File: src/rtl/bi_pkg.sv
// Shared types and helpers for the bit-interleaved rotate-left unit.
package bi_pkg;

    localparam int LANE_W  = 64;
    localparam int HALF_W  = 32;
    localparam int SHIFT_W = 6;

    typedef enum logic [1:0] {
        IDLE   = 2'd0,
        CALC_E = 2'd1,
        CALC_O = 2'd2,
        DONE   = 2'd3
    } bi_state_t;

    // Interleaved lane: odd natural bits in the upper word, even in the lower.
    typedef struct packed {
        logic [HALF_W-1:0] odd;
        logic [HALF_W-1:0] even;
    } bi_lane_t;

    // Per-half rotator setup: which source word to rotate and by how much.
    typedef struct packed {
        logic       src_odd;
        logic [4:0] amt;
    } bi_half_cfg_t;

    // A natural rotate by n moves whole word pairs by k = n>>1. An odd n also
    // swaps the words; bits that leave the top of the odd word re-enter the
    // even word one position further on, hence k+1 (5-bit wrap gives mod 32).
    function automatic bi_half_cfg_t bi_half_cfg(input logic [SHIFT_W-1:0] n,
                                                 input logic               odd_half);
        bi_half_cfg_t c;
        if (odd_half) begin
            c.src_odd = ~n[0];
            c.amt     = n[5:1];
        end else begin
            c.src_odd = n[0];
            c.amt     = n[5:1] + {4'd0, n[0]};
        end
        return c;
    endfunction

endpackage

File: src/rtl/bi_rotl32.sv
// Combinational 32-bit barrel rotate-left.
module bi_rotl32 (
    input  logic [31:0] din,
    input  logic [4:0]  amt,
    output logic [31:0] dout
);

    logic [63:0] dbl;

    // Upper word of the shifted doubled value is the rotated word.
    always_comb begin
        dbl  = {din, din} << amt;
        dout = dbl[63:32];
    end

endmodule

File: src/rtl/bi_rotl_seq.sv
// Sequential rotate-left of a bit-interleaved 64-bit lane with valid/ready
// handshakes; SERIAL selects one shared rotator (two compute cycles) or two
// rotators (one compute cycle).
module bi_rotl_seq
    import bi_pkg::*;
#(
    parameter bit SERIAL = 1'b1
) (
    input  logic               clk,
    input  logic               reset,
    input  logic               in_valid,
    output logic               in_ready,
    input  logic [LANE_W-1:0]  in_data,
    input  logic [SHIFT_W-1:0] in_shift,
    output logic               out_valid,
    input  logic               out_ready,
    output logic [LANE_W-1:0]  out_data
);

    bi_state_t          state_q, state_d;
    bi_lane_t           data_q, data_d;
    bi_lane_t           res_q, res_d;
    logic [SHIFT_W-1:0] shift_q, shift_d;
    logic               out_valid_q, out_valid_d;
    logic               accept;
    bi_half_cfg_t       cfg_e, cfg_o;
    logic [HALF_W-1:0]  rot_e, rot_o;

    assign in_ready  = (state_q == IDLE) && !reset;
    assign accept    = in_valid && in_ready;
    assign out_valid = out_valid_q;
    assign out_data  = res_q;

    // Rotator setup depends only on the captured shift, never on in_shift.
    assign cfg_e = bi_half_cfg(shift_q, 1'b0);
    assign cfg_o = bi_half_cfg(shift_q, 1'b1);

    generate
        if (SERIAL) begin : g_serial
            bi_half_cfg_t      cfg_s;
            logic [HALF_W-1:0] src_s;
            logic [HALF_W-1:0] rot_s;

            // Shared rotator works on the even half in CALC_E, odd half in CALC_O.
            always_comb begin
                cfg_s = (state_q == CALC_O) ? cfg_o : cfg_e;
                src_s = cfg_s.src_odd ? data_q.odd : data_q.even;
            end

            bi_rotl32 u_rot (.din(src_s), .amt(cfg_s.amt), .dout(rot_s));

            assign rot_e = rot_s;
            assign rot_o = rot_s;
        end else begin : g_parallel
            logic [HALF_W-1:0] src_e;
            logic [HALF_W-1:0] src_o;

            // Independent source selection for the two dedicated rotators.
            always_comb begin
                src_e = cfg_e.src_odd ? data_q.odd : data_q.even;
                src_o = cfg_o.src_odd ? data_q.odd : data_q.even;
            end

            bi_rotl32 u_rot_e (.din(src_e), .amt(cfg_e.amt), .dout(rot_e));
            bi_rotl32 u_rot_o (.din(src_o), .amt(cfg_o.amt), .dout(rot_o));
        end
    endgenerate

    // Next-state, capture and result-assembly logic.
    always_comb begin
        state_d  = state_q;
        data_d   = data_q;
        shift_d  = shift_q;
        res_d    = res_q;
        case (state_q)
            IDLE: begin
                if (accept) begin
                    data_d  = in_data;
                    shift_d = in_shift;
                    if (SERIAL) state_d = CALC_E;
                    else        state_d = CALC_O;
                end
            end
            CALC_E: begin
                res_d.even = rot_e;
                state_d    = CALC_O;
            end
            CALC_O: begin
                res_d.odd = rot_o;
                if (!SERIAL) res_d.even = rot_e;
                state_d = DONE;
            end
            DONE: begin
                if (out_ready) state_d = IDLE;
            end
            default: state_d = IDLE;
        endcase
        out_valid_d = (state_d == DONE);
    end

    // State and datapath registers; reset abandons any request in flight.
    always_ff @(posedge clk) begin
        if (reset) begin
            state_q     <= IDLE;
            data_q      <= '0;
            shift_q     <= '0;
            res_q       <= '0;
            out_valid_q <= 1'b0;
        end else begin
            state_q     <= state_d;
            data_q      <= data_d;
            shift_q     <= shift_d;
            res_q       <= res_d;
            out_valid_q <= out_valid_d;
        end
    end

endmodule

File: config.mk
export PLATFORM = sky130hd
export DESIGN_NAME = bi_rotl_seq
export DESIGN_NICKNAME = d
export VERILOG_FILES = /design/src/rtl/bi_pkg.sv /design/src/rtl/bi_rotl32.sv /design/src/rtl/bi_rotl_seq.sv
export SDC_FILE = /design/constraint.sdc
export NUM_CORES = 1
export LEC_CHECK = 0
export ABC_AREA = 1
export BUFFER_PORTS_ARGS = -buffer_cell sky130_fd_sc_hd__buf_2
export CORE_MARGIN = 1
export CORE_UTILIZATION = 58
export DETAILED_ROUTE_END_ITERATION = 16
export PLACE_DENSITY = 0.91
export SLEW_MARGIN = 10
export SYNTH_ARGS = -nofsm -noshare
export SYNTH_HDL_FRONTEND = slang
export SYNTH_HIERARCHICAL = 1
export SYNTH_SLANG_ARGS = --single-unit
File: constraint.sdc
create_clock -name clk -period 2.4 [get_ports clk]
set_input_delay 0.48 -clock clk [delete_from_list [all_inputs] [get_ports clk]]
set_output_delay 0.48 -clock clk [all_outputs]
set_load 0.02 [all_outputs]
; ---- Word-level counts from Yosys, hierarchy flattened
; Index checks and enable logic that the tools add are counted.
[totals]
regBits = 137
in_bits = 74
out_inout_bits = 66
wordCells = 24
[classes]
n_addsub = 1
eq_ne = 4
n_shift = 1
n_mux = 5
bitwise_logic = 1
n_reduce_logical = 5
[op_table]
columns = op, n
row1 = $shl 64x5->64, 1
row2 = $mux 32, 1
row3 = $pmux 2 s4, 1
row4 = $eq 2x2->1 const B, 3
row5 = $mux 6, 1
row6 = $add 5x1->5, 1
row7 = $mux 2, 2
row8 = $eq 2x1->1 const B, 1
row9 = $logic_and 1x1->1, 2
row10 = $logic_not 2->1, 1
row11 = $reduce_and 2->1, 1
row12 = $logic_not 1->1, 1
row13 = $not 1->1, 1

; ---- Longest topological paths before layout
; Gate-level depths: netlist (run 1).
[logic_depth]
ltp_word = 6
mapped_depth = 16
depth_no_buf = 14

; ---- Hierarchy
; The synthesis (run 1) kept the hierarchy.
[by_module_without_submodules]
columns = mod, n_inst, cells_each, area_each_um2, seq_area_each_um2
row1 = bi_rotl_seq, 1, 1019, 6369.9, 2742.6
row2 = bi_rotl32, 1, 392, 2583.7, 0.0

; ---- Worst setup path before layout (run 1)
; OpenSTA, ideal clock, no wires.
[synth_timing]
kind = register -> register
start = reg state_q[0]
end = reg res_q, in the netlist out_data[45]
setup_time_ps = 116
arrival_ps = 1991
slack_ps = 293
stages_incl_launch_ff = 17
path_buffers = 3
synth_period_minus_slack_ps = 2107
path_cell_list = dfxtp_1 -> inv_2 -> nand2_1 -> clkbuf_1 -> nand2_1 -> o21ai_0 -> buf_6 -> inv_8 -> buf_12 -> nand2_4 -> nand3_2 -> nand3_1 -> nand3_1 -> nand3_1 -> nand2_1 -> o21ai_0 -> nor2_1
[synth_rtl]
columns = element, line_no
row1 = from (decl), bi_rotl_seq.sv:20  ; bi_state_t state_q, state_d;
row2 = from (signal assigned), bi_rotl_seq.sv:110  ; state_q <= state_d;
row3 = to (signal assigned), bi_rotl_seq.sv:113  ; res_q <= res_d;
row4 = to (decl), bi_rotl_seq.sv:22  ; bi_lane_t res_q, res_d;

==> results of run 1 <==
## logic make-up (layout without fill, tap and decap cells)
family / count (synthesis) / count (layout) / share of synthesized area, %
buffers and inverters: 316 / 437 / 15.1
AND/OR/NAND/NOR: 887 / 887 / 50.1
XOR/XNOR: 1 / 1 / 0.0978
flip-flops: 137 / 137 / 30.6
adder cells (fa/ha/maj): 2 / 2 / 0.279
AO/OA/AOI/OAI: 68 / 68 / 3.80
## flip-flops by register name, summed over array words and instances (netlist names)
| register | cells |
|---|---|
| out_valid | 1 |
| state_q | 2 |
| out_data | 64 |
| shift_q | 6 |
| data_q | 64 |
## final cells by class
cell class,instances,area [um^2],area share [%]
Tap cell,188,235,2.16
Timing Repair Buffer,186,1220,11.2
Timing Repair inverter,1,6.26,0.0574
Clock inverter,14,150,1.38
Sequential cell,137,2740,25.2
Clock buffer,17,425,3.90
Multi-Input combinational cell,958,5290,48.5
Inverter,219,837,7.67
## power groups by stage
stage               clock network [mW]  registers (mW)  logic, mW
floorplan                            0            2.73       1.72
global placement                     0            2.63       2.42
detailed placement                   0            2.63       2.46
CTS                               2.61            2.59       2.49
global route                      2.69            2.61       3.01
finish                            2.58            2.59       2.77
## per-layer routing
| layer | vias to the layer above | wire [um] |
|---|---|---|
| met4 | 0 | 903 |
| met3 | 83 | 1770 |
| li1 | 4649 | - |
| met2 | 393 | 12500 |
| met5 | - | 0 |
| met1 | 4297 | 11000 |
## what timing repair did
| item | in CTS | in global routing |
|---|---|---|
| gates cloned | 0 | 4 |
| setup buffers | 0 | 6 |
| hold buffers | 0 | 0 |
| pin swaps | 0 | 23 |
| gates resized for setup | 3 | 98 |
| setup endpoints to repair | 17 | 51 |
## synthesized netlist by cell type (all sizes together)
library cell  number
xor2               1
nor3               1
o21ai             66
nor2             203
nand2            353
a21oi              2
clkbuf            44
clkinv             1
ha                 2
nand4             71
inv              218
dfxtp            137
buf               53
nand3            259
## critical path: stages (launching register included)
cell	delay [ns]
dfxtp_2	0.33
ha_1	0.21
ha_1	0.28
nand2_1	0.08
o21ai_4	0.20
clkinv_4	0.20
buf_6	0.18
nand3_2	0.11
nand3_2	0.10
nand3_1	0.12
nand3_1	0.10
nand2_2	0.13
o21ai_0	0.10
nor2_1	0.14
## worst paths after layout
check	from	endpoint	depth (start not counted)
setup reg to reg	shift_q[0]$_SDFFE_PP0P_	out_data[38]$_SDFFE_PP0P_	13
hold / removal	reset	state_q[1]$_SDFF_PP0_	2
hold reg to reg	out_data[58]$_SDFFE_PP0P_	out_data[58]$_SDFFE_PP0P_	2
setup / recovery	shift_q[0]$_SDFFE_PP0P_	out_data[38]$_SDFFE_PP0P_	13
## metrics by stage
step,total power [mW],std cells
2_1_floorplan,4.45,1411
3_3_place_gp,5.05,1679
6_report,7.94,1720
3_5_place_dp,5.09,1679
5_1_grt,8.31,1720
4_1_cts,7.68,1710
==> results.md, run 1 <==
* Clock power frac at between 30% and 40%
* Ports at 140
* Status: finished clean
* Vias per inst at 5.48
* Syn Area/Cell at between 6 and 7 um^2
* Placer congestion estimate at between 0.9 and 1
* Gr ovfl total at 0
* TritonRoute pass-1 iters at 6
* Die Y-Extent at about 130 um
* Iter 0 DRT Violations at 940
* Max Cap Viol at 0
* Synth area leaders: dfxtp_1 31%, nand2_1 14%, nand3_1 9.7%
* Core ar. at 15100 um^2
* Critical path launch point type: flop
* Residual DRC at 0
* ANT cells at 0
* H-tree depth at 4
* CTS tree: done
* Post-layout min period at 2.35 ns
* Chip width at about 130 um
* Starting Density at ~59%
* Routed WL per cell at ~15 um
* Most frequent cells in the layout: 309 x nand2_1, 213 x inv_1, 200 x nor2_1, 143 x nand3_2, 139 x buf_2
* Pre-CTS WS at -0.0509 ns
* Cells after Synth at between 1000 and 1500
* Setup ws final at ~0.045 ns
* Overall global routing resource usage at about a third
* Commonest non-fill, non-tap cell in the layout: nand2_1
* ANT nets after route at 0
* CTS Buf Count at 17
* Max Clock Skew at approximately 0.011 ns
* Vias in the first global route at roughly 8600
* Clock Path Buffers at 2
* CP arrival at between 2 and 3 ns
* Grt met2 use at 55.0%
* Final wirelength at around 26000 um
* Fin Setup TNS at 0 ns
* Min Hold Slack at 0.327 ns
* Sequential share of power at between 30% and 40%
* Fill cells at roughly 1200
* # rows at 45
* Initial antenna violation count at 0
* Largest net degree at the start of global routing at 135
* Syn Nets at 1487
* Psw at around 3 mW
* Worst slew margin at around 54%
* Synth area leader: dfxtp_1
* HP Class: input pin to flop
* Final hold vios at 0
* Root buffer cell: clkbuf_16
* Met3 usage at 6.07%
* Fin crit share at a little over nine tenths
* Internal at about 4.9 mW
* Max Fanout on Critical Path at 6
* Top-area cell type share of the netlist area at 30.6%
* Die Area at between 15000 and 20000 um^2
* Combinational share of power at a little over a third
* Switch share at between 30% and 40%
* Worst-path clk slew at around 0.060 ns
* Syn-to-layout area delta at 21.8%
* Slew @ Worst Pin at 0.691 ns
* Share of cells above drive strength 1 at between 20 and 30%
* Mapped Area at just under 9000 um^2
* Ys Warns at 6
* Vias at approximately 9400
* Clk_lat worst skew at about 0.43 ns
* Fin nets at 1596
* Placed inst area at slightly below 10000 um^2
* Critical path class: flop to flop
* Max-slew violation count at 0
* PwrDens at ~730 nW/um^2
* Yosys reg bits at between 100 and 150
* Number of library cell types mapped by synthesis at 25
* Critical Path Sink Type: flop
* Sequential element share of the synthesized area at a little under a third
* Clock Sinks at around 140
* Final core utilization at between 70% and 80%
* Internal reg-to-reg setup slack at between 0.04 and 0.05 ns
* Fmax at ~420 MHz
* Port Buf Inserts at ~140
* Peak supply drop at 0.544 mV
* RSZ-0062 raised after global routing: true
* Worst Path Required at around 2.8 ns
* Final non-filler cell area at between 10000 and 15000 um^2
* Dpl hpwl at between 15000 and 20000 um
* Most used routing layer: met2
* # setup viols final at 0
* Wire length of the first global-routing pass at roughly 41000 um
* Met1 usage at between 40 and 50%
* Cell leakage power at around 5.9 nW
Power figures use the tool's default switching activity.
==> run 2, diff against run 1 <==
Settings changed: BUFFER_PORTS_ARGS -buffer_cell sky130_fd_sc_hd__buf_2 to -buffer_cell sky130_fd_sc_hd__buf_4.
Clock period 2.4 ns to 2.7 ns, I/O delays scaled along.
==> results.md, run 2 (same netlist as run 1, synthesis figures left out) <==
* Status: finished clean
* Vias per inst at around 5.5
* Met1 usage at about 41%
* # rows at 45
* Non-filler cells, final at 1699
* Largest net degree at the start of global routing at 73
* Final wirelength at ~26000 um
* Root buffer cell: clkbuf_16
* Vias in the first global route at 8614
* Initial antenna violation count at 0
* HP Class: input pin to flop
* Wire length of the first global-routing pass at 41900 um
* Worst-path clk slew at approximately 0.05 ns
* CTS tree: done
* Crit Reg-Reg Startpoint: state_q[1]$_SDFF_PP0_
* Critical path launch point type: flop
* Overall global routing resource usage at about a third
* Cell leakage power at 5.65 nW
* H-tree depth at 4
* Port Buf Inserts at around 140
* Iter 0 DRT Violations at ~840
* Post-CTS setup buffer count at 0
* TritonRoute pass-1 iters at 6
* Peak supply drop at 0.471 mV
* Most frequent cells in the layout: 322 x nand2_1, 212 x inv_1, 201 x nor2_1, 173 x nand3_1, 157 x buf_4
* Post-layout min period at 2.49 ns
* Vias at about 9300
* Gr ovfl total at 0
* Clk_lat worst skew at approximately 0.43 ns
* Max Cap Viol at 0
* Critical path class: flop to flop
* Final hold vios at 0
* Commonest non-fill, non-tap cell in the layout: nand2_1
* R2R Path End: out_data[54]$_SDFFE_PP0P_
* Placer congestion estimate at around 0.98
* Worst Hold End: state_q[0]$_SDFF_PP0_
* Die Y-Extent at between 100 and 150 um
* Fin nets at between 1500 and 2000
* Hold path depth at 2
* ANT nets after route at 0
* Critical Path Sink Type: flop
* Fmax at between 400 and 500 MHz
* Met3 usage at about 7.8%
* Fin Setup TNS at 0 ns
* Internal reg-to-reg setup slack at approximately 0.21 ns
* Clock Path Buffers at 2
* Most used routing layer: met2
* Hold_buf cts at 0
* CTS Buf Count at 17
* Worst slew margin at between 50% and 60%
* Dpl hpwl at 18200 um
* Grt met2 use at a little under three fifths
* Share of cells above drive strength 1 at a little over a fifth
* Hold_sp: reset
* Clock Sinks at roughly 140
* Max-slew violation count at 0
* Fill cells at ~1300
* Core ar. at 15100 um^2
* Ports at 140
* Slew @ Worst Pin at just over 0.7 ns
* Starting Density at 59.1%
* Worst Path Required at ~3.0 ns
* Chip width at between 100 and 150 um
* RSZ-0062 raised after global routing: false
* Max Fanout on Critical Path at 33
* Syn-to-layout area delta at 18.3%
* Max Clock Skew at around 0.015 ns
* Fin crit share at between 90% and 100%
* # setup viols final at 0
* CTS resizes at 0
* Residual DRC at 0
* PwrDens at 641 nW/um^2
* Die Area at roughly 16000 um^2
* Routed WL per cell at ~15 um
* CP arrival at ~2.8 ns
* ANT cells at 0
* # placed instances at around 1700
* FF-to-FF path depth at 10
run 2: changes by cell type in the layout (fill, tap and decap cells not counted), moves of 5 or more:
| cell | delta |
|---|---|
| buf_2 | -139 |
| buf_4 | +128 |
| nand3_1 | +62 |
| nand3_2 | -57 |
| nand2_1 | +13 |
| nand2_2 | -12 |
| buf_6 | -6 |
| nand3_4 | -5 |
run 2: metrics by stage:
step / setup slack, ns / area [um^2] / util, % / hold slack [ns] / power (mW)
3_3_place_gp: 0.186 / 10000 / 66.1 / 0.466 / 4.52
6_report: 0.214 / 10600 / 70.0 / 0.357 / 6.79
4_1_cts: 0.0882 / 10600 / 69.8 / 0.341 / 6.77
3_5_place_dp: 0.141 / 10000 / 66.1 / 0.477 / 4.56
2_1_floorplan: 0.593 / 8950 / - / 0.486 / 3.95
5_1_grt: 0.00557 / 10600 / 70.0 / 0.344 / 7.13
run 2: layer usage:
metal | share of wire, % | vias to the layer above
li1 | - | 4601
met1 | 41 | 4200
met4 | 2.9 | 0
met5 | 0 | -
met2 | 48 | 432
met3 | 8.1 | 52
run 2: report_power, final:
| part | total (mW) | internal (mW) | switching, mW |
|---|---|---|---|
| combinational | 2.28 | 0.764 | 1.51 |
| sequential | 2.30 | 2.20 | 0.103 |
| clock | 2.21 | 1.30 | 0.919 |
| total | 6.79 | 4.26 | 2.54 |
run 2: how the worst max path moves through the flow:
stage                                        from                        end  slack, ns  depth (start not counted)
after floorplan             state_q[0]$_SDFF_PP0_  out_data[45]$_SDFFE_PP0P_       0.59                         16
after global placement    shift_q[0]$_SDFFE_PP0P_  out_data[45]$_SDFFE_PP0P_       0.19                         11
after detailed placement  shift_q[0]$_SDFFE_PP0P_  out_data[40]$_SDFFE_PP0P_       0.14                         11
after CTS                   state_q[1]$_SDFF_PP0_  out_data[42]$_SDFFE_PP0P_       0.09                         11
after global routing        state_q[1]$_SDFF_PP0_  out_data[54]$_SDFFE_PP0P_      0.006                         10
final                       state_q[1]$_SDFF_PP0_  out_data[54]$_SDFFE_PP0P_       0.21                         10
run 2: critical path: stages (launching register included):
cell,delay [ns]
dfxtp_1,0.49
inv_2,0.06
nor2_2,0.12
buf_4,0.36
nand2_1,0.09
nand2_1,0.25
clkinvlp_4,0.38
nand3_1,0.22
nand2_1,0.13
o21ai_0,0.20
nor2_1,0.07
run 2: cell type report:
cell class | count | area (um^2) | area share [%]
Clock buffer | 19 | 443 | 4.18
Sequential cell | 137 | 2740 | 25.9
Timing Repair Buffer | 164 | 1310 | 12.4
Timing Repair inverter | 1 | 7.51 | 0.0709
Clock inverter | 13 | 121 | 1.15
Multi-Input combinational cell | 958 | 4900 | 46.2
Tap cell | 188 | 235 | 2.22
Inverter | 219 | 838 | 7.91
==> run 3, diff against run 2 <==
Settings changed: CORE_ASPECT_RATIO from default to 0.8.
==> results.md, run 3 (same netlist as run 1, synthesis figures left out) <==
* Min Hold Slack at between 0.3 and 0.4 ns
* Pre-CTS WS at between 0.15 and 0.2 ns
* Gr ovfl total at 0
* Die Area at approximately 16000 um^2
* Hold_buf cts at 0
* Peak supply drop at about 0.47 mV
* Clk_lat worst skew at roughly 0.43 ns
* Commonest non-fill, non-tap cell in the layout: nand2_1
* Final wirelength at 26600 um
* Internal at between 4 and 5 mW
* ANT cells at 0
* Core ar. at 15100 um^2
* Final hold vios at 0
* Most frequent cells in the layout: 321 x nand2_1, 213 x inv_1, 201 x nor2_1, 171 x nand3_1, 164 x buf_4
* Placer congestion estimate at about 0.96
* Chip width at around 140 um
* Worst-path clk slew at 0.06 ns
* Critical path class: flop to flop
* Root buffer cell: clkbuf_16
* R2R Path End: out_data[42]$_SDFFE_PP0P_
* Setup ws final at roughly 0.16 ns
* Port Buf Inserts at approximately 140
* H-tree depth at 4
* Max Cap Viol at 0
* Slew @ Worst Pin at around 0.74 ns
* Clock Sinks at approximately 140
* Vias per inst at around 5.3
* Combinational share of power at 33.0%
* Cell leakage power at around 5.8 nW
* HP Class: input pin to flop
* Routed wl met3 at roughly 2100 um
* # setup viols final at 0
* Starting Density at 59.4%
* Hold_sp: reset
* Overall global routing resource usage at between 30% and 40%
* Routed WL per cell at approximately 15 um
* CP arrival at roughly 2.9 ns
* Fmax at 394 MHz
* Vias at between 9000 and 10000
* Worst slew margin at ~51%
* Dpl hpwl at between 15000 and 20000 um
* Uppermost layer routed: met4
* CTS tree: done
* Hold path depth at 2
* Syn-to-layout area delta at 20.9%
* Critical Path Sink Type: flop
* Residual DRC at 0
* Post-layout min period at roughly 2.5 ns
* Fin Setup TNS at 0 ns
* PwrDens at ~660 nW/um^2
* TritonRoute pass-1 iters at 6
* Status: finished clean
* Critical path launch point type: flop
* Post-route met1 wirelength at 12000 um
* Largest net degree at the start of global routing at 73
* Ports at 140
* Share of cells above drive strength 1 at ~22%
* Clock Path Buffers at 2
* Crit Reg-Reg Startpoint: shift_q[0]$_SDFFE_PP0P_
* Max-slew violation count at 0
* Worst Hold End: state_q[0]$_SDFF_PP0_
* Fin crit share at a little over nine tenths
* Vias in the first global route at around 8600
* Die Y-Extent at about 110 um
* Psw at approximately 2.6 mW
* # rows at 40
* FF-to-FF path depth at 12
* Max Fanout on Critical Path at 24
* CTS Buf Count at 17
* Detailed-routed wire length on met2 at about 12000 um
* ANT nets after route at 0
* Iter 0 DRT Violations at roughly 1100
* Switch share at 36.2%
* Wire length of the first global-routing pass at roughly 43000 um
* Fin nets at between 1500 and 2000
* Clock power frac at between 30% and 40%
* Max Clock Skew at 0.00937 ns
* Initial antenna violation count at 0
* Worst Path Required at 3.01 ns
* Sequential share of power at about 32%
* Internal reg-to-reg setup slack at about 0.16 ns
==> run 3: cell types whose count changed in the layout (fill, tap and decap cells not counted), moves of 2 or more <==
| cell | change |
|---|---|
| buf_4 | +7 |
| bufinv_16 | +3 |
| clkinv_4 | -3 |
| inv_6 | +3 |
| buf_12 | +2 |
| clkinvlp_4 | -2 |
| inv_4 | -2 |
| nand3_1 | -2 |
| nand3_2 | +2 |
==> run 3: per-stage QoR <==
| step | util [%] | power, mW | cell area (um^2) | std cells |
|---|---|---|---|---|
| floorplan | - | 3.95 | 8950 | 1411 |
| global placement | 67.3 | 4.59 | 10100 | 1698 |
| finish | 71.9 | 7.20 | 10800 | 1730 |
| global route | 71.9 | 7.54 | 10800 | 1730 |
| detailed placement | 67.3 | 4.63 | 10100 | 1698 |
| CTS | 71.5 | 7.14 | 10800 | 1729 |
==> run 3: what timing repair did <==
action                     in CTS  in global routing
buffers inserted                0                  0
resized for setup               0                  9
setup endpoints to repair       0                  4
==> run 3: worst max-delay path by stage <==
stage                            startpoint                   endpoint  slack [ns]
floorplan             state_q[0]$_SDFF_PP0_  out_data[45]$_SDFFE_PP0P_        0.59
global placement    shift_q[0]$_SDFFE_PP0P_  out_data[55]$_SDFFE_PP0P_        0.17
detailed placement  shift_q[0]$_SDFFE_PP0P_  out_data[55]$_SDFFE_PP0P_        0.15
CTS                 shift_q[0]$_SDFFE_PP0P_  out_data[55]$_SDFFE_PP0P_        0.11
global route          state_q[1]$_SDFF_PP0_  out_data[62]$_SDFFE_PP0P_       -0.02
finish              shift_q[0]$_SDFFE_PP0P_  out_data[42]$_SDFFE_PP0P_        0.16
==> run 3: worst max-delay path: stages, from the launching register on <==
cell	delay (ns)
dfxtp_1	0.33
ha_1	0.22
ha_1	0.29
nand2_1	0.09
o21ai_4	0.19
buf_12	0.26
nand3_2	0.10
nand3_1	0.18
nand3_1	0.18
nand3_1	0.12
nand2_1	0.14
o21ai_0	0.23
nor2_1	0.06
==> run 3: power groups by stage <==
stage,sequential (mW),clock (mW),combinational (mW)
floorplan,2.42,0,1.53
global placement,2.33,0,2.26
detailed placement,2.34,0,2.29
CTS,2.30,2.53,2.31
global route,2.32,2.63,2.60
finish,2.30,2.52,2.38
==> run 3: area by class of cell <==
| class | count | area (um^2) |
|---|---|---|
| clock buffers | 18 | 439 |
| repair buffers | 175 | 1440 |
| flip-flops and latches | 137 | 2740 |
| clock inverters | 13 | 193 |
| fillers | 1227 | 4240 |
| inverters | 219 | 836 |
| multi-input cells | 958 | 4910 |
| well taps | 210 | 263 |
==> run 3: metal layers <==
| metal | vias up | global-route usage [%] |
|---|---|---|
| li1 | 4615 | - |
| met1 | 4197 | 47.0 |
| met2 | 386 | 55.9 |
| met3 | 36 | 6.31 |
| met4 | 0 | 8.70 |
| met5 | - | 0 |
